`src/rtl/com_fifo_wr_arb.sv`:
```
// Round-robin write arbiter: grants one requester at a time a burst of up to
// BURST beats into a downstream FIFO, gated by FIFO full and water level.
module com_fifo_wr_arb #(
   parameter int DW     = 8,
   parameter int NREQ   = 4,
   parameter int DEPTH  = 4,
   parameter int BURST  = 2,
   parameter int AF_LVL = 3,
   localparam int IW    = $clog2(NREQ),
   localparam int BW    = $clog2(BURST + 1),
   localparam int LW    = $clog2(DEPTH + 1)
) (
   input  logic               clk,
   input  logic               rst,
   input  logic               clear,
   input  logic [NREQ-1:0]    req_vld,
   input  logic [NREQ*DW-1:0] req_data,
   output logic [NREQ-1:0]    req_rdy,
   output logic               fifo_wr_en,
   output logic [DW-1:0]      fifo_wr_data,
   input  logic               fifo_wr_full,
   input  logic [LW-1:0]      fifo_water_level,
   output logic [IW-1:0]      grant_id,
   output logic               busy
);

   localparam logic [0:0] S_IDLE  = 1'b0;
   localparam logic [0:0] S_GRANT = 1'b1;

   logic [0:0]    r_state;
   logic [IW-1:0] r_grant_id;
   logic [IW-1:0] r_rr_ptr;
   logic [BW-1:0] r_beat_cnt;

   logic          w_flush;
   logic          w_room;
   logic          w_found;
   logic [IW-1:0] w_sel;
   logic          w_owner_vld;
   logic          w_can_wr;
   logic          w_xfer;
   logic          w_last;
   logic [IW-1:0] w_rr_next;

   assign w_flush = rst | clear;
   assign w_room  = int'(fifo_water_level) < AF_LVL;

   // First valid requester at or after the round-robin pointer, wrapping.
   always_comb begin
      int idx;
      w_found = 1'b0;
      w_sel   = '0;
      idx     = 0;
      for (int k = 0; k < NREQ; k++) begin
         idx = int'(r_rr_ptr) + k;
         if (idx >= NREQ) idx = idx - NREQ;
         if (!w_found && req_vld[idx]) begin
            w_found = 1'b1;
            w_sel   = IW'(idx);
         end
      end
   end

   assign w_owner_vld = req_vld[r_grant_id];
   // Flush gates the handshake in the same cycle so a burst can be cut cleanly.
   assign w_can_wr    = (r_state == S_GRANT) & ~fifo_wr_full & ~w_flush;
   assign w_xfer      = w_can_wr & w_owner_vld;
   assign w_last      = (r_beat_cnt == BW'(BURST - 1));
   assign w_rr_next   = (r_grant_id == IW'(NREQ - 1)) ? '0 : r_grant_id + IW'(1);

   always_comb begin
      req_rdy = '0;
      if (w_can_wr) req_rdy[r_grant_id] = 1'b1;
   end

   assign fifo_wr_en   = w_xfer;
   assign fifo_wr_data = w_xfer ? req_data[r_grant_id*DW +: DW] : '0;
   assign grant_id     = r_grant_id;
   assign busy         = (r_state == S_GRANT);

   always_ff @(posedge clk) begin
      if (w_flush) begin
         r_state    <= S_IDLE;
         r_grant_id <= '0;
         r_rr_ptr   <= '0;
         r_beat_cnt <= '0;
      end else begin
         case (r_state)
            S_IDLE: begin
               if (w_found && w_room) begin
                  r_state    <= S_GRANT;
                  r_grant_id <= w_sel;
                  r_beat_cnt <= '0;
               end
            end
            S_GRANT: begin
               if (!w_owner_vld || (w_xfer && w_last)) begin
                  r_state    <= S_IDLE;
                  r_rr_ptr   <= w_rr_next;
                  r_beat_cnt <= '0;
               end else if (w_xfer) begin
                  r_beat_cnt <= r_beat_cnt + BW'(1);
               end
            end
            default: r_state <= S_IDLE;
         endcase
      end
   end

endmodule

```
`config.mk`:
```
export PLATFORM = sky130hd
export DESIGN_NAME = com_fifo_wr_arb
export DESIGN_NICKNAME = d
export VERILOG_FILES = /design/src/rtl/com_fifo_wr_arb.sv
export SDC_FILE = /design/constraint.sdc
export NUM_CORES = 1
export LEC_CHECK = 0
export CAP_MARGIN = 20
export CELL_PAD_IN_SITES_DETAIL_PLACEMENT = 0
export CELL_PAD_IN_SITES_GLOBAL_PLACEMENT = 1
export CORE_ASPECT_RATIO = 1.25
export CORE_MARGIN = 4
export CORE_UTILIZATION = 24
export CTS_BUF_LIST = sky130_fd_sc_hd__clkbuf_8 sky130_fd_sc_hd__clkbuf_16
export DETAILED_ROUTE_END_ITERATION = 10
export GPL_TIMING_DRIVEN = 0
export PLACE_DENSITY = 0.86
export RECOVER_POWER = 50
export SKIP_LAST_GASP = 1
export SYNTH_ARGS = -nofsm -noshare
export SYNTH_HDL_FRONTEND = slang
export SYNTH_SLANG_ARGS = --single-unit
```
`constraint.sdc`:
```
create_clock -name clk -period 2 [get_ports clk]
set_clock_uncertainty 0.15 [all_clocks]
set_input_delay 0.4 -clock clk [delete_from_list [all_inputs] [get_ports clk]]
set_output_delay 0.4 -clock clk [all_outputs]
set_load 0.02 [all_outputs]
```
==> results.txt <==
----------------------------------------------------
[Run status]
  Status ... finished with violations
  Violations in the final reports ... setup timing

[Global routing]
  Overall routing resource usage ... 0.151
  Via count of the first global-routing pass ... 1047
  Pin count of the biggest net entering global routing ... 11
  Total global routing overflow ... 0
  Global-route wire length before repair ... approximately 4.9 mm
  Antenna violations before repair ... 0

[Drt]
  Number of optimization iterations in the first detailed-route pass ... 4
  Antenna Nets Post-Route ... 0
  Post-Route WL ... about 3.3 mm
  Via Count ... roughly 960
  Detail-routed net length per standard cell ... 17.6 um
  Drt drc ... 0
  Iter 0 DRT Violations ... 25
  Post-DR vias/cell ... approximately 5.1

[Clocking]
  Clock latency on the worst-skew pair ... ~0.24 ns
  Clock root cell ... clkbuf_8
  CTS tree ... done
  Count of hold-fix buffers inserted at cts ... 0
  Num CTS Buffers ... 3
  Worst-case clock buffer depth ... 2
  Clock transition time at the flip-flop clock pins of the worst setup and hold paths ... 0.04 ns
  Clk sinks ... 7
  Number of H-tree levels ... 1

[Pwr]
  Static leakage power ... roughly 0.66 nW
  PD cells ... slightly above 300 nW/um^2
  VDD IR-drop max ... approximately 0.24 mV

[Finish]
  Nets@finish ... 202
  Ant diodes ... 0
  Most common library cell in the layout ignoring fill and taps ... clkdlybuf4s50_1
  Commonest non-fill, non-tap cells in the layout ... 33 x clkdlybuf4s50_1, 14 x buf_6, 8 x buf_4, 8 x mux4_2, 8 x and3_4
  Layout Area Growth over Synthesis ... 107%
  Sequential cell area ... 148 um^2
  Share of layout cells above drive strength 1 ... 0.412
  Multi-input logic area ... 686 um^2
  Share of the core filled with cells ... 0.520
  # fillers ... 292

[STA]
  Crit share post-route ... 1.09
  Pin slew with the least headroom to its limit ... ~0.63 ns
  Slew Viols, Final ... 0
  Min Tclk post-route ... about 2.2 ns
  Unrepaired setup endpoints after global routing ... true
  Timing-limited maximum frequency ... around 0.46 GHz
  Final hold violation count ... 0
  Number of setup violations in the final report ... 9
  Worst Slack Setup Final ... -0.174 ns
  Headroom to the max-slew limit ... 0.578

[Placement]
  HPWL reported at the end of detailed placement ... approximately 2.3 mm
  Port bufs ... 58
  Weighted congestion at the end of routability-driven global placement ... around 0.70
  Setup Slack @ Placement ... -1.05 ns

[Worst setup path]
  Kind of start point of the critical path ... input pin
  Worst-path maximum fanout ... 1
  Arrival time reported for the critical path endpoint ... around 1.6 ns
  Path length in cells of the critical path ... 4
  Sort of element at the end of the critical path ... output pin
  Standard cell with the maximum stage delay on the critical path ... mux4_2
  Worst R2R Path Depth ... 6
  Stage delay of the slowest cell on the critical path ... about 0.5 ns
  Largest delay contributor family on the critical path ... buffers and inverters
  CP required ... 1.45 ns
  Chain of cells forming the critical path ... clkdlybuf4s50_1, mux4_2, and3_4, buf_6
  Count of buffer and inverter cells on the critical path ... 2
  Worst setup path class ... in -> out

[Synth]
  EDFF count, synth ... 0
  Synth Net Count ... ~130
  Count of cell types in the netlist ... 36
  Sequential fraction of the synthesis area ... 0.173
  Ys flop type ... dfxtp_1
  Post-synthesis async set-or-reset flop share ... 0
  Register bit total from synthesis ... 7
  Post-synthesis cell area ... just over 800 um^2
  Syn Area/Cell ... 9.99 um^2
  Post-synthesis instance total ... 81
  Synthesis Warnings ... 0

[Job]
  Max-cap violation count ... 0

[Hold path]
  WHS Path Cells ... 1
  Worst hold path class ... reg -> reg

[Floorplanning]
  X dimension of the die ... between 50 and 60 um
  Floorplan row count ... 23
  Number of I/O pins ... just under 60
  CORE AREA ... 3220 um^2
  Area enclosed by the die boundary ... 4370 um^2
  Chip height ... approximately 73 um
  Initial core utilization ... 0.251

----------------------------------------------------
## through the flow
step / std cells / power (mW) / setup TNS, ns / cell area (um^2) / hold slack (ns)
after floorplan: 81 / 0.199 / 0 / 813 / 0.289
after global placement: 176 / 0.299 / -13.26 / 1440 / 0.298
after detailed placement: 176 / 0.303 / -13.83 / 1440 / 0.327
after CTS: 190 / 0.521 / -1.34 / 1680 / 0.332
after global routing: 190 / 0.533 / -1.70 / 1680 / 0.356
final: 190 / 0.520 / -1.35 / 1680 / 0.327
## synthesized netlist by cell type, types with 2 or more instances
master / instances / area share
a21boi_0: 2 / 0.019
a21oi_1: 3 / 0.019
and2_1: 4 / 0.031
and3_1: 5 / 0.039
and3_2: 3 / 0.028
buf_2: 2 / 0.012
dfxtp_1: 7 / 0.17
ha_1: 5 / 0.077
inv_1: 7 / 0.032
mux2_2: 2 / 0.028
mux2i_1: 2 / 0.025
mux4_2: 8 / 0.22
nand2_1: 5 / 0.023
nand3_1: 3 / 0.019
nor2_1: 2 / 0.0093
## worst paths after layout
path	to	startpoint	slack, ns
worst max-delay path	fifo_wr_data[1]	req_data[25]	-0.17
worst min-delay path	r_beat_cnt[0]	r_beat_cnt[0]	0.33
worst max register to register	busy	grant_id[0]	0.19
worst min register to register	r_beat_cnt[0]	r_beat_cnt[0]	0.33
## per-layer routing
layer,routed length (um),track usage
met3,379,0.0354
met1,1280,0.159
met5,0,0
met4,31,0.0468
met2,1650,0.285
## cell families after synthesis
logic type	Yosys count	synth area share
AO/OA/AOI/OAI	17	0.170
adder cells (fa/ha/maj)	5	0.0773
buffers and inverters	11	0.0587
flip-flops	7	0.173
multiplexers	13	0.294
AND/OR/NAND/NOR	28	0.227
## layout make-up
| type | instances | share of cell area |
|---|---|---|
| Multi-Input combinational cell | 64 | 0.409 |
| Timing Repair Buffer | 68 | 0.408 |
| Tap cell | 37 | 0.0276 |
| Inverter | 7 | 0.0157 |
| Sequential cell | 7 | 0.0881 |
| Buffer | 3 | 0.0246 |
| Clock buffer | 3 | 0.0246 |
| Clock inverter | 1 | 0.00224 |
## worst register-to-register path: cells and delay by family (launching register included)
| family | cells | cell delay, ns |
|---|---|---|
| multiplexers | 2 | 0.65 |
| flip-flops | 1 | 0.43 |
| buffers and inverters | 2 | 0.27 |
| AO/OA/AOI/OAI | 1 | 0.08 |
| AND/OR/NAND/NOR | 1 | 0.07 |
## power by group
| part | leakage (nW) | total, mW | internal [mW] | switching, mW |
|---|---|---|---|---|
| Clock | 0.0269 | 0.203 | 0.133 | 0.0696 |
| Combinational | 0.577 | 0.172 | 0.115 | 0.0564 |
| Sequential | 0.0581 | 0.145 | 0.141 | 0.00460 |
## flip-flops by register name (all words and copies together), names as in the netlist
name        flops
busy            1
grant_id        2
r_beat_cnt      2
r_rr_ptr        2
## repair_timing
| item | CTS | global route |
|---|---|---|
| gates cloned | 3 | 0 |
| setup buffers | 9 | 1 |
| setup endpoints to repair | 14 | 14 |
| gates resized for setup | 115 | 11 |
| pin swaps | 10 | 9 |
(Power assumes the default switching activity.)
